--- config.mk ---
export PLATFORM = sky130hd
export DESIGN_NAME = nibble_add_sequencer_flat
export DESIGN_NICKNAME = d
export VERILOG_FILES = /design/src/rtl/nibble_add_sequencer_if.sv /design/src/rtl/nibble_add_sequencer.sv /design/src/flat_wrapper.sv
export SDC_FILE = /design/constraint.sdc
export NUM_CORES = 1
export LEC_CHECK = 0
export CAP_MARGIN = 20
export CORE_ASPECT_RATIO = 1.5
export CORE_UTILIZATION = 45
export DETAILED_ROUTE_END_ITERATION = 6
export PLACE_DENSITY = 0.81
export RECOVER_POWER = 100
export SLEW_MARGIN = 20
export SYNTH_ARGS = -nofsm -noshare
export SYNTH_HDL_FRONTEND = slang
export SYNTH_SLANG_ARGS = --single-unit
--- constraint.sdc ---
create_clock -name clk -period 2.3 [get_ports clk]
set_clock_uncertainty 0.15 [all_clocks]
set_input_delay 0.69 -clock clk [delete_from_list [all_inputs] [get_ports clk]]
set_output_delay 0.69 -clock clk [all_outputs]
set_load 0.02 [all_outputs]
--- src/rtl/nibble_add_sequencer_if.sv ---
// Request/response handshake bundle for the nibble add sequencer.
// master = client side, slave = sequencer side.
interface nibble_add_sequencer_if #(
  parameter int NIBBLES = 4
) ();
  localparam int W = 4 * NIBBLES;

  logic         req_valid;
  logic         req_ready;
  logic [W-1:0] req_a;
  logic [W-1:0] req_b;
  logic         req_sub;
  logic         req_cin;

  logic         rsp_valid;
  logic         rsp_ready;
  logic [W-1:0] rsp_sum;
  logic         rsp_cout;
  logic         rsp_ovf;

  modport master (
    output req_valid,
    output req_a,
    output req_b,
    output req_sub,
    output req_cin,
    input  req_ready,
    input  rsp_valid,
    input  rsp_sum,
    input  rsp_cout,
    input  rsp_ovf,
    output rsp_ready
  );

  modport slave (
    input  req_valid,
    input  req_a,
    input  req_b,
    input  req_sub,
    input  req_cin,
    output req_ready,
    output rsp_valid,
    output rsp_sum,
    output rsp_cout,
    output rsp_ovf,
    input  rsp_ready
  );
endinterface

--- src/rtl/nibble_add_sequencer.sv ---
// Wide add/subtract built from one external 4-bit adder,
// one nibble per cycle, LSB first.
module nibble_add_sequencer #(
  parameter int NIBBLES = 4
) (
  input  logic       clk,
  input  logic       rst_n,
  nibble_add_sequencer_if.slave bus,
  output logic [3:0] add_a,
  output logic [3:0] add_b,
  output logic       add_cin,
  input  logic [3:0] add_sum,
  input  logic       add_cout,
  output logic       busy
);
  localparam int KW = $clog2(NIBBLES);

  typedef enum logic [1:0] {
    IDLE,
    RUN,
    DONE
  } state_t;

  state_t                  state;
  logic [NIBBLES-1:0][3:0] a_q;
  logic [NIBBLES-1:0][3:0] b_q;
  logic [NIBBLES-1:0][3:0] sum_q;
  logic                    c_q;
  logic                    cout_q;
  logic                    ovf_q;
  logic [KW-1:0]           k_q;
  logic                    last;
  logic                    run;

  assign run  = (state == RUN);
  assign last = (k_q == KW'(NIBBLES - 1));

  // carry-in comes from c_q only, so there is no loop through the adder
  assign add_a   = run ? a_q[k_q] : 4'h0;
  assign add_b   = run ? b_q[k_q] : 4'h0;
  assign add_cin = run & c_q;

  assign bus.req_ready = (state == IDLE);
  assign bus.rsp_valid = (state == DONE);
  assign busy          = (state != IDLE);
  assign bus.rsp_sum   = sum_q;
  assign bus.rsp_cout  = cout_q;
  assign bus.rsp_ovf   = ovf_q;

  always_ff @(posedge clk or negedge rst_n) begin
    if (!rst_n) begin
      state  <= IDLE;
      a_q    <= '0;
      b_q    <= '0;
      sum_q  <= '0;
      c_q    <= 1'b0;
      cout_q <= 1'b0;
      ovf_q  <= 1'b0;
      k_q    <= '0;
    end else begin
      unique case (state)
        IDLE: begin
          if (bus.req_valid) begin
            a_q    <= bus.req_a;
            b_q    <= bus.req_sub ? ~bus.req_b : bus.req_b;
            c_q    <= bus.req_sub | bus.req_cin;
            sum_q  <= '0;
            cout_q <= 1'b0;
            ovf_q  <= 1'b0;
            k_q    <= '0;
            state  <= RUN;
          end
        end
        RUN: begin
          sum_q[k_q] <= add_sum;
          c_q        <= add_cout;
          k_q        <= k_q + 1'b1;
          if (last) begin
            cout_q <= add_cout;
            // carry into MSB xor carry out of MSB
            ovf_q  <= add_cout ^ (a_q[NIBBLES-1][3] ^
                                  b_q[NIBBLES-1][3] ^
                                  add_sum[3]);
            k_q    <= '0;
            state  <= DONE;
          end
        end
        DONE: begin
          if (bus.rsp_ready) state <= IDLE;
        end
        default: state <= IDLE;
      endcase
    end
  end
endmodule

--- src/flat_wrapper.sv ---
// flat-port wrapper written by rule: the top's interface ports become plain ports
module nibble_add_sequencer_flat 
#(
  parameter int NIBBLES = 4
)
  (clk, rst_n, add_a, add_b, add_cin, add_sum, add_cout, busy, bus_req_valid, bus_req_a, bus_req_b, bus_req_sub, bus_req_cin, bus_req_ready, bus_rsp_valid, bus_rsp_sum, bus_rsp_cout, bus_rsp_ovf, bus_rsp_ready);
  nibble_add_sequencer_if #(.NIBBLES(NIBBLES)) bus_i ();
  input  logic clk;
  input  logic rst_n;
  output logic [3:0] add_a;
  output logic [3:0] add_b;
  output logic add_cin;
  input  logic [3:0] add_sum;
  input  logic add_cout;
  output logic busy;
  input wire logic [$bits(bus_i.req_valid)-1:0] bus_req_valid;
  input wire logic [$bits(bus_i.req_a)-1:0] bus_req_a;
  input wire logic [$bits(bus_i.req_b)-1:0] bus_req_b;
  input wire logic [$bits(bus_i.req_sub)-1:0] bus_req_sub;
  input wire logic [$bits(bus_i.req_cin)-1:0] bus_req_cin;
  output wire logic [$bits(bus_i.req_ready)-1:0] bus_req_ready;
  output wire logic [$bits(bus_i.rsp_valid)-1:0] bus_rsp_valid;
  output wire logic [$bits(bus_i.rsp_sum)-1:0] bus_rsp_sum;
  output wire logic [$bits(bus_i.rsp_cout)-1:0] bus_rsp_cout;
  output wire logic [$bits(bus_i.rsp_ovf)-1:0] bus_rsp_ovf;
  input wire logic [$bits(bus_i.rsp_ready)-1:0] bus_rsp_ready;
  assign bus_i.req_valid = bus_req_valid;
  assign bus_i.req_a = bus_req_a;
  assign bus_i.req_b = bus_req_b;
  assign bus_i.req_sub = bus_req_sub;
  assign bus_i.req_cin = bus_req_cin;
  assign bus_req_ready = bus_i.req_ready;
  assign bus_rsp_valid = bus_i.rsp_valid;
  assign bus_rsp_sum = bus_i.rsp_sum;
  assign bus_rsp_cout = bus_i.rsp_cout;
  assign bus_rsp_ovf = bus_i.rsp_ovf;
  assign bus_i.rsp_ready = bus_rsp_ready;
  nibble_add_sequencer #(.NIBBLES(NIBBLES)) u_core (.clk(clk), .rst_n(rst_n), .bus(bus_i), .add_a(add_a), .add_b(add_b), .add_cin(add_cin), .add_sum(add_sum), .add_cout(add_cout), .busy(busy));
endmodule
==> flow_results.org, run 1 <==
** Logic synthesis
- Count of unique library cells instantiated by Yosys :: 29
- Ys Warns :: 0
- By area the synthesized netlist is led by dfrtp_1 (52%), mux2_2 (8.5%), mux4_2 (6.8%).
- In this run the mean area of a mapped cell was around 13 sq um.
- Total nets after synthesis :: 256
- The biggest area contributor in the post-synthesis netlist is dfrtp_1.
- Portion of the post-synthesis area used by sequential elements :: 51.7%
- Number of cells produced by synthesis :: 208
- Post-synth design cell area :: 0.00266 sq mm
- Counting flops and latches in the post-synthesis netlist gives 55.
- Top cell type's share of synthesized area :: 51.7%

** Route
- Dividing the detail-routed wire length by the instance count gives 14.8 um.
- Initial DRT Pass Iterations :: 4
- In the routed design, unresolved DRC markers number 0.
- Drt first-iter violations :: 40
- For this block, the via count after detailed routing is 1916.
- Once detail routing completed, the nets flagged for antenna violations numbered 0.
- Detail-routed via count per cell :: about 5.2
- Total Routed Length :: 5460 um

** Critical path
- Worst endpoint required time :: approximately 1.5 ns
- The critical path in this run is classified as flop to output pin.
- CP Launch Point :: u_core.k_q[0]$_DFFE_PN0P_
- At the worst endpoint, the arrival time is 1.68 ns.
- The startpoint identified for the worst register-to-register timing path is u_core.k_q[0]$_DFFE_PN0P_.
- The worst setup path is captured at an output pin.
- Along the worst path, the maximum fanout reaches 3.
- Kind of launch point of the worst setup path :: flop

** STA
- Least-Margin Pin Slew :: approximately 1.2 ns
- RSZ-0062 raised after global routing :: yes
- Final count of negative-setup-slack endpoints :: 25
- Fmax :: 397 MHz
- The count of pins over their slew limit came to 0.
- After layout, the worst path uses 109% of the clock period.
- Counting I/O delays and the setup requirement, the final critical path takes 2.52 ns.
- The worst pin sits at a relative slew slack of 19.5%.
- Final-report hold violation count :: 0
- Setup slack on the critical path of the routed design comes to -0.217 ns.

** Power and ir drop
- LEAKAGE :: 1.59 nW
- Worst VDD drop :: 743 uV
- Power per cell area :: 1380 mW/mm^2

** Cells and area
- Leaving out fill and tap cells, the most frequent cells in the layout are dfrtp_1 (55), clkdlybuf4s50_1 (47), nor2_1 (20), mux2_2 (20).
- The filler cells instantiated in the layout total 468.
- Final-stage net count :: 344
- The post-route netlist has 27.4% of its cells at a drive strength greater than 1.
- The number of antenna diodes in the final layout is 0.
- Layout-stage area growth over the synthesis result :: 38.5%
- The multi-input combinational cells in the finished layout cover a total of roughly 0.0012 sq mm.
- Area of all sequential standard cells :: 0.00138 sq mm
- Core occupancy in the finished layout :: 64.2%
- Leaving out fill and tap cells, the most frequent cell in the layout is dfrtp_1.

** Run
- Max-cap violations in this run came to 0.

** Placed design
- RD Place Congestion :: about 0.78
- Total half-perimeter wirelength after legalization and detailed placement :: 3940 um
- Count of buffers from port buffering :: 72
- Post-place setup slack :: -0.268 ns

** Clock tree
- CTS H-tree depth :: 2
- Clock-pin slew of the registers on the worst-case setup and hold paths :: 0.10 ns
- Clock buffers created by TritonCTS :: 5
- The clock passes through at most 2 buffers.
- After clock tree synthesis, the flow added hold-fix buffers numbering 0.
- Clk Tree Root Cell :: clkbuf_8
- CTS tree :: built
- Clk sinks :: 55
- At the later pin of the worst-skew pair, clock insertion delay measures ~0.3 ns.

** Run status
- The run finished, with violations left.
- Violated checks :: negative setup slack

** Global routing
- Number of global-route vias before repair :: 1830
- Aggregate global-route resource usage :: 18.5%
- Overall overflow remaining after global route :: 0
- The initial antenna violation count is 0.
- Maximum number of pins on one net before global-route repair :: 34
- The first global-routing pass estimated 8780 um of wire.

** Die
- Starting density of the core :: 46.4%
- Measured along the y axis, the die boundary spans 96.2 um.
- Standard-cell row count :: 34
- Measured along the x axis, the die boundary spans 64.8 um.
- The core region is around 0.0057 sq mm.
- The die covers 0.00623 sq mm.
- Number of top-level design ports :: 73

** Hold path
- The tightest min-delay check is of the flop to flop type.
- Hold path startpoint :: u_core.bus.rsp_sum[6]$_DFFE_PN0P_
-- per-layer routing --
metal | GRT usage [%] | wire length (um)
met1 | 23.6 | 2260
met2 | 32.5 | 3000
met3 | 2.49 | 147
met4 | 5.56 | 55
met5 | 0 | 0
-- report_power, final --
part           internal, mW  switching [mW]
sequential             1.41           0.229
combinational          1.59            1.32
clock                 0.237           0.294
-- worst paths after layout --
kind,slack [ns],depth (start not counted),end
worst min-delay path,0.35,1,u_core.bus.rsp_sum[6]$_DFFE_PN0P_
worst max-delay path,-0.22,5,add_b[2]
min in group asynchronous,0.46,1,u_core.a_q[1]$_DFFE_PN0P_
worst min register to register,0.35,1,u_core.bus.rsp_sum[6]$_DFFE_PN0P_
worst max register to register,0.22,8,u_core.bus.rsp_sum[14]$_DFFE_PN0P_
max in group asynchronous,0.38,2,u_core.bus.rsp_cout$_DFFE_PN0P_
-- sequential cells by signal, summed over array words and instances, names as in the netlist --
name                 cells
u_core.a_q              16
u_core.c_q               1
u_core.k_q               2
u_core.state             2
u_core.b_q              16
u_core.bus.rsp_cout      1
u_core.bus.rsp_ovf       1
u_core.bus.rsp_sum      16
-- logic make-up (layout without fill, tap and decap cells) --
group	after synthesis	after routing	share of synthesized area, %
flops	55	55	51.7
compound gates	41	41	11.4
simple gates	40	40	7.89
mux	29	29	15.6
xor+xnor	19	19	6.25
buf+inv	19	107	4.79
fa+ha+maj	5	5	2.35
-- timing repair --
action / in CTS / in global routing
buffers inserted: 4 / 1
endpoints found under the hold margin: 0 / 0
pin swaps: 7 / 1
endpoints found under the setup margin: 12 / 9
gates resized for setup: 60 / 5
-- through the flow --
stage / instance area [sq um] / power (mW) / setup TNS [ns] / std cells / hold WS (ns)
CTS: 3700 / 5.14 / -1.52 / 367 / 0.205
finish: 3690 / 5.08 / -1.48 / 368 / 0.348
detailed placement: 3540 / 4.40 / -1.99 / 356 / 0.334
global placement: 3540 / 4.33 / -1.88 / 356 / 0.324
floorplan: 2660 / 3.37 / 0 / 208 / 0.244
global route: 3690 / 5.40 / -4.08 / 368 / 0.371
-- Yosys cell counts --
library cell	count
o21ai_0	1
a21oi_2	3
nand2_1	1
xor2_1	1
nor2b_1	1
and2_1	9
nor3_1	1
buf_4	8
a32o_1	14
buf_2	3
o31ai_1	2
nor2_1	20
and3_1	4
o21bai_1	1
a21oi_1	18
buf_6	3
mux4_2	8
inv_1	4
nand2b_1	2
o221a_2	1
a22o_1	1
nor3b_2	1
nor2b_4	1
mux2i_1	1
mux2_2	20
ha_1	5
dfrtp_1	55
xnor2_1	18
clkbuf_1	1
-- critical path, stage by stage (launching register included) --
cell and delay (ns):
dfrtp_1 0.39, buf_6 0.13, buf_12 0.10, mux4_2 0.49
and2_4 0.15, buf_6 0.12
-- layout make-up --
class,instances,share of cell area [%]
Sequential cell,55,37.3
Multi-Input combinational cell,134,32.1
Timing Repair Buffer,96,25.3
Tap cell,72,2.44
Clock buffer,6,2.24
Inverter,4,0.407
Clock inverter,1,0.136
(Power assumes the default switching activity.)
==> run 2: changes to the inputs <==
Settings changed: MAX_ROUTING_LAYER set to met4.
==> flow_results.org, run 2 (synthesis results as in run 1) <==
** Run status
- The run finished, with violations left.
- The checks that failed: negative setup slack.

** Run
- Max-cap violation count :: 0

** Clock tree
- The longest clock path from root to sink contains 2 buffers.
- Clk sinks :: 55
- TritonCTS built the clock tree.
- Clk Tree Root Cell :: clkbuf_8
- Clock-pin slew was measured on the worst setup and hold paths at 0.10 ns.
- The later pin in the worst-skew pair is clocked with a latency of 0.30 ns.
- Counting the buffers created by CTS gives 5.
- The H-tree was split into 2 levels.
- Buffers inserted to repair hold after CTS numbered 0.

** Route
- For this block, the initial DRC count from the detailed router was 51.
- Highest Signal Layer :: met4
- Overall via count from detail_route :: between 1500 and 2000
- In the detailed route, the total length drawn on met3 is 173 um.
- Final routed DRC violation total :: 0
- Detail-routed via count per cell :: 5.21
- Summed over all layers, the routed wires come to 5480 um.
- Initial DRT Pass Iterations :: 4
- ANT nets after route :: 0
- After detailed routing, the wire length on met1 is 2290 um.
- In the final routed layout, each cell accounts on average for 14.9 um.
- Wire segments on met2 add up to 2970 um in the final route.

** Critical path
- STA puts the critical path data arrival time at 1.68 ns.
- Critical path, cell by cell :: buf_6 -> buf_12 -> mux4_2 -> and2_4 -> buf_6
- The number of buffers and inverters on the critical path is 3.
- The worst setup path is launched from a flop.
- Kind of end point of the critical path :: output pin
- Class of the most critical setup path :: flop to output pin
- Largest stage delay, worst path :: about 0.5 ns
- Worst endpoint required time :: roughly 1.5 ns
- CP delay by family, top :: multiplexers
- Critical path's slowest cell :: mux4_2
- Cell type with the highest occurrence count on the critical path :: buf_6
- In this run the worst path has a maximum fanout of 3.

** STA
- Minimum clock period :: 2.52 ns
- Fraction of the cycle the final worst path needs :: 109%
- Static timing analysis puts the maximum clock frequency at 397 MHz.
- Hold timing on the final database bottoms out at a slack of 0.348 ns.
- RSZ-0062 raised after global routing :: yes
- Setup violations remaining at the end of the flow were counted as 26.
- Least setup slack across all paths after layout :: -0.217 ns
- Final Slew Violations :: 0
- For the pin with the worst max-slew slack, the measured transition is roughly 1.2 ns.
- Final-report hold violation count :: 0
- Worst slew margin relative to its limit :: roughly 19%

** Die
- Floorplan die width :: approximately 65 um
- The floorplan step set the die height to 96.2 um.
- 73 I/O pins were placed.
- Area enclosed by the die boundary :: between 0.006 and 0.007 sq mm
- Once the floorplan was initialized, standard cells occupied 46.4% of the core.
- In this run the standard cell core region covers 0.00574 sq mm.
- After floorplanning, the core was divided into 34 placement rows.

** Placed design
- Post-DP Area :: 0.00354 sq mm
- At the end of routability-driven placement, the weighted congestion stood at 0.794.
- Input and output buffers added on the ports amount to 72.
- Once detailed placement completed, the half-perimeter wirelength came to 3940 um.
- Post-place setup slack :: -0.268 ns

** Cells and area
- The library cells used most frequently in the layout, excluding fill and tap cells, are dfrtp_1 (55), clkdlybuf4s50_1 (47), nor2_1 (20), mux2_2 (20).
- Number of antenna diodes :: 0
- The post-route netlist has 27.4% of its cells at a drive strength greater than 1.
- Area of all sequential standard cells :: 0.00138 sq mm
- Final-stage net count :: 344
- Most frequent standard cell in the layout excluding fill and tap cells :: dfrtp_1
- In the final layout, the multi-input gates occupy 0.00118 sq mm.
- Filler cell count :: around 470
- Core occupancy in the finished layout :: 64.2%
- Relative to the synthesized area, the layout overhead comes to 38.5%.
- Cell area after layout :: between 0.003 and 0.004 sq mm

** Global routing
- The initial antenna violation count came to 0.
- Maximum number of pins on one net before global-route repair :: 34
- Number of global-route vias before repair :: 1829
- Overall overflow remaining after global route :: 0
- Aggregate global-route resource usage :: 19.1%
- The first global-routing pass estimated roughly 8800 um of wire.

** Power and ir drop
- In this run the power density over the cells is 1380 mW/mm^2.
- Total power for the finished layout comes to 5.08 mW.
- Worst VDD drop :: 742 uV
- Summed over all cells, the static leakage comes to 1.59 nW.

** Hold path
- The min-delay analysis places its worst path in the category flop to flop.
run 2: cell counts in the layout (fill, tap and decap cells not counted):
No cell type changed its count.
run 2: per-stage QoR:
stage | setup TNS (ns) | std cells
2_1_floorplan | 0 | 208
3_3_place_gp | -1.88 | 356
3_5_place_dp | -1.99 | 356
4_1_cts | -1.52 | 367
5_1_grt | -4.06 | 368
6_report | -1.46 | 368
run 2: final cells by class:
cell class	count	area share [%]
Sequential cell	55	37.3
Clock buffer	6	2.24
Timing Repair Buffer	96	25.3
Multi-Input combinational cell	134	32.1
Clock inverter	1	0.136
Tap cell	72	2.44
Inverter	4	0.407
run 2: layer usage:
layer | GRT usage [%] | vias up
met5 | - | -
met4 | 5.56 | 0
met3 | 2.49 | 6
met2 | 32.6 | 49
met1 | 23.7 | 947
li1 | - | 915
run 2: repair_timing:
action	4_1_cts	5_1_grt
resized for setup	60	5
pin swaps	7	1
setup buffers	4	1
endpoints found under the setup margin	12	9
run 2: final timing paths:
kind,start,to,slack [ns],cells after the start
min reg2reg,u_core.bus.rsp_sum[6]$_DFFE_PN0P_,u_core.bus.rsp_sum[6]$_DFFE_PN0P_,0.35,1
max,u_core.k_q[0]$_DFFE_PN0P_,add_b[2],-0.22,5
min,u_core.bus.rsp_sum[6]$_DFFE_PN0P_,u_core.bus.rsp_sum[6]$_DFFE_PN0P_,0.35,1
max reg2reg,u_core.k_q[0]$_DFFE_PN0P_,u_core.bus.rsp_sum[14]$_DFFE_PN0P_,0.22,8
max in group asynchronous,rst_n,u_core.bus.rsp_cout$_DFFE_PN0P_,0.38,2
min in group asynchronous,rst_n,u_core.a_q[1]$_DFFE_PN0P_,0.46,1
run 2: report_power, final:
part           total (mW)  switching (mW)  internal [mW]
sequential           1.63           0.229           1.41
combinational        2.91            1.32           1.59
clock               0.531           0.294          0.237
==> run 3: changes to the inputs <==
Settings changed: TNS_END_PERCENT set to 20.
==> flow_results.org, run 3 (synthesis results as in run 1) <==
** Run status
- The flow ran to the end, but the final reports show violations.
- The final reports fail on negative setup slack.

** Route
- For this run, design rule violations remaining after detail routing come to 0.
- Total Routed Length :: roughly 5400 um
- Overall via count from detail_route :: 1890
- In the routed layout, each cell is associated on average with a via count of 5.18.
- For this run, the detailed router's first-pass iteration total came to 4.
- ANT nets after route :: 0
- Average wire per standard cell :: 14.7 um
- In this run, the number of DRC markers left after iteration 0 of detailed routing was 82.

** Global routing
- Initial antenna violation count :: 0
- The number of global-route vias before repair is 1823.
- Overall overflow remaining after global route :: 0
- Entering global routing, the biggest net connects 34 pins.
- Wire length of the first global-routing pass :: 8700 um
- For this run, the total global-route usage over all layers was measured as 18.9%.

** Clock tree
- Clock-pin slew was measured on the worst setup and hold paths at approximately 0.10 ns.
- In this run the deepest clock path goes through 2 buffers.
- The tree is rooted in a clkbuf_8.
- TritonCTS built the clock tree.
- Clock buffers created by TritonCTS :: 5
- CTS H-tree depth :: 2
- The clock reaches the later pin of the worst-skew pair after 0.30 ns.
- Clock tree synthesis found a total of between 50 and 60 sinks.

** Cells and area
- The sequential cells in the finished layout cover a total of 0.00138 sq mm.
- Filler cell count :: 481
- Layout-stage area growth over the synthesis result :: 36.5%
- Number of antenna diodes :: 0
- Leading cell types in the layout, fill and taps excluded :: dfrtp_1 (55), clkdlybuf4s50_1 (40), nor2_1 (20), mux2_2 (20), dlygate4sd3_1 (19)
- Leaving out fill and tap cells, the most frequent cell in the layout is dfrtp_1.
- Layout cells sized above 1 :: 25.9%
- In the final layout, the multi-input gates occupy 0.00118 sq mm.
- The final layout contains ~340 nets.

** Hold path
- In this run the worst hold path is classified as flop to flop.
- Hold worst-path end :: u_core.bus.rsp_sum[4]$_DFFE_PN0P_
- Hold path startpoint :: u_core.bus.rsp_sum[4]$_DFFE_PN0P_
- Along the worst hold path, the cell count comes to 1.

** Critical path
- On the critical path the largest part of the delay comes from multiplexers.
- RR Endpoint :: u_core.bus.rsp_sum[2]$_DFFE_PN0P_
- Worst endpoint required time :: 1.46 ns
- Worst reg-to-reg path cell count :: 5
- Startpoint of the worst register-to-register path :: u_core.state[1]$_DFFE_PN0P_
- Critical path's slowest cell :: mux4_2
- Critical path, cell by cell :: buf_6 -> mux4_2 -> and2_4 -> buf_6
- Kind of launch point of the worst setup path :: flop
- Data on the critical path arrives at its endpoint at 1.62 ns.
- Together, buffers and inverters on the worst path number 2.
- The most numerous cell type found on the critical path is buf_6.
- R2R setup slack :: 0.30 ns
- Worst Path Max Fanout :: 6
- In this design, the stage delay of the slowest critical-path cell is 0.50 ns.
- STA classifies the critical path endpoint as an output pin.
- Class of the most critical setup path :: flop to output pin

** STA
- Setup violations remaining at the end of the flow were counted as 48.
- Least setup slack across all paths after layout :: -0.155 ns
- Counting I/O delays and the setup requirement, the final critical path takes 2.46 ns.
- Measured against its own limit, the worst slew margin works out to 20.1%.
- Setup repair after global routing could not meet its margin everywhere.
- For the pin with the worst max-slew slack, the measured transition is 1.20 ns.
- Fraction of the cycle the final worst path needs :: 107%
- Across all hold checks on the routed design, the worst slack comes to between 0.3 and 0.4 ns.
- Final-report hold violation count :: 0
- Final Slew Violations :: 0
- Fmax :: 407 MHz

** Power and ir drop
- Share of power burned in registers :: 33.1%
- In this run the power spent charging and discharging nets is 1.81 mW.
- Switching part of the total :: 36.8%
- LEAKAGE :: approximately 1.6 nW
- The clock network accounts for between 10 and 15% of the total power.
- Worst VDD drop :: 738 uV
- Internal power comes to 3.11 mW.
- Combinational logic is responsible for 56.1% of the overall power.
- Power spread over the standard cell area amounts to 1350 mW/mm^2.
- Overall power after layout :: 4.92 mW

** Placed design
- Prior to clock tree synthesis, the placed netlist has a worst setup slack of -0.268 ns.
- RD Place Congestion :: 0.794
- Count of buffers from port buffering :: 72
- Total half-perimeter wirelength after legalization and detailed placement :: 3940 um

** Die
- The floorplan has 34 rows.
- In this run the count of I/O pins placed on the die edge is 73.
- Starting density of the core :: a little under half
- Measured along the y axis, the die boundary spans 96.2 um.
- Area inside the core boundary :: 0.00574 sq mm
- From left edge to right edge, the die measures between 60 and 70 um.
- Area enclosed by the die boundary :: 0.00623 sq mm

** Run
- Across the run, the number of max-cap violations was 0.
## run 3: cell count changes in the layout (fill, tap and decap cells not counted), sizes merged
cell,before,now
buf,28,24
clkbuf,12,13
clkdlybuf4s50,47,40
dlygate4sd3,12,19
## run 3: power groups by stage
stage / combinational [mW] / clock, mW / sequential (mW)
3_5_place_dp: 2.75 / 0 / 1.66
3_3_place_gp: 2.69 / 0 / 1.64
2_1_floorplan: 1.63 / 0 / 1.74
4_1_cts: 2.69 / 0.551 / 1.64
5_1_grt: 2.97 / 0.593 / 1.68
6_report: 2.76 / 0.530 / 1.63
## run 3: worst max path at each step
stage,start,end,cells past startpoint
after global placement,u_core.k_q[0]$_DFFE_PN0P_,add_b[1],4
final,u_core.k_q[0]$_DFFE_PN0P_,add_a[3],4
after CTS,u_core.k_q[0]$_DFFE_PN0P_,add_a[3],4
after global routing,u_core.k_q[0]$_DFFE_PN0P_,add_a[1],4
after floorplan,u_core.k_q[0]$_DFFE_PN0P_,add_a[3],3
after detailed placement,u_core.k_q[0]$_DFFE_PN0P_,add_a[2],4
## run 3: layer usage
metal	global-route usage [%]	up-vias	wire length, um
li1	-	909	-
met1	23.8	931	2270
met2	31.9	44	2900
met3	2.49	6	156
met4	5.56	0	48
met5	-	-	0
## run 3: per-stage QoR
step / setup TNS [ns] / utilization, % / cells / cell area (sq um)
after floorplan: 0 / - / 208 / 2660
after global placement: -1.88 / 61.7 / 356 / 3540
after detailed placement: -1.99 / 61.7 / 356 / 3540
after CTS: -1.60 / 63.0 / 365 / 3620
after global routing: -7.17 / 63.3 / 365 / 3630
final: -3.41 / 63.3 / 365 / 3630
## run 3: cell type report
cell class / count / share of cell area (%)
Clock buffer: 6 / 2.27
Clock inverter: 1 / 0.138
Inverter: 4 / 0.413
Multi-Input combinational cell: 134 / 32.5
Sequential cell: 55 / 37.9
Tap cell: 72 / 2.48
Timing Repair Buffer: 93 / 24.3
## run 3: worst register-to-register path, stage by stage, from the launching register on
cell and delay, ns:
dfrtp_1 0.41, clkbuf_4 0.19, nor3b_4 0.17, clkbuf_2 0.53, a21oi_1 0.19, a32o_1 0.26
## run 3: repair_timing
action	CTS	global route
endpoints found under the setup margin	12	9
resized for setup	41	17
buffers inserted	2	0
pin swaps	1	5
hold buffers	0	0
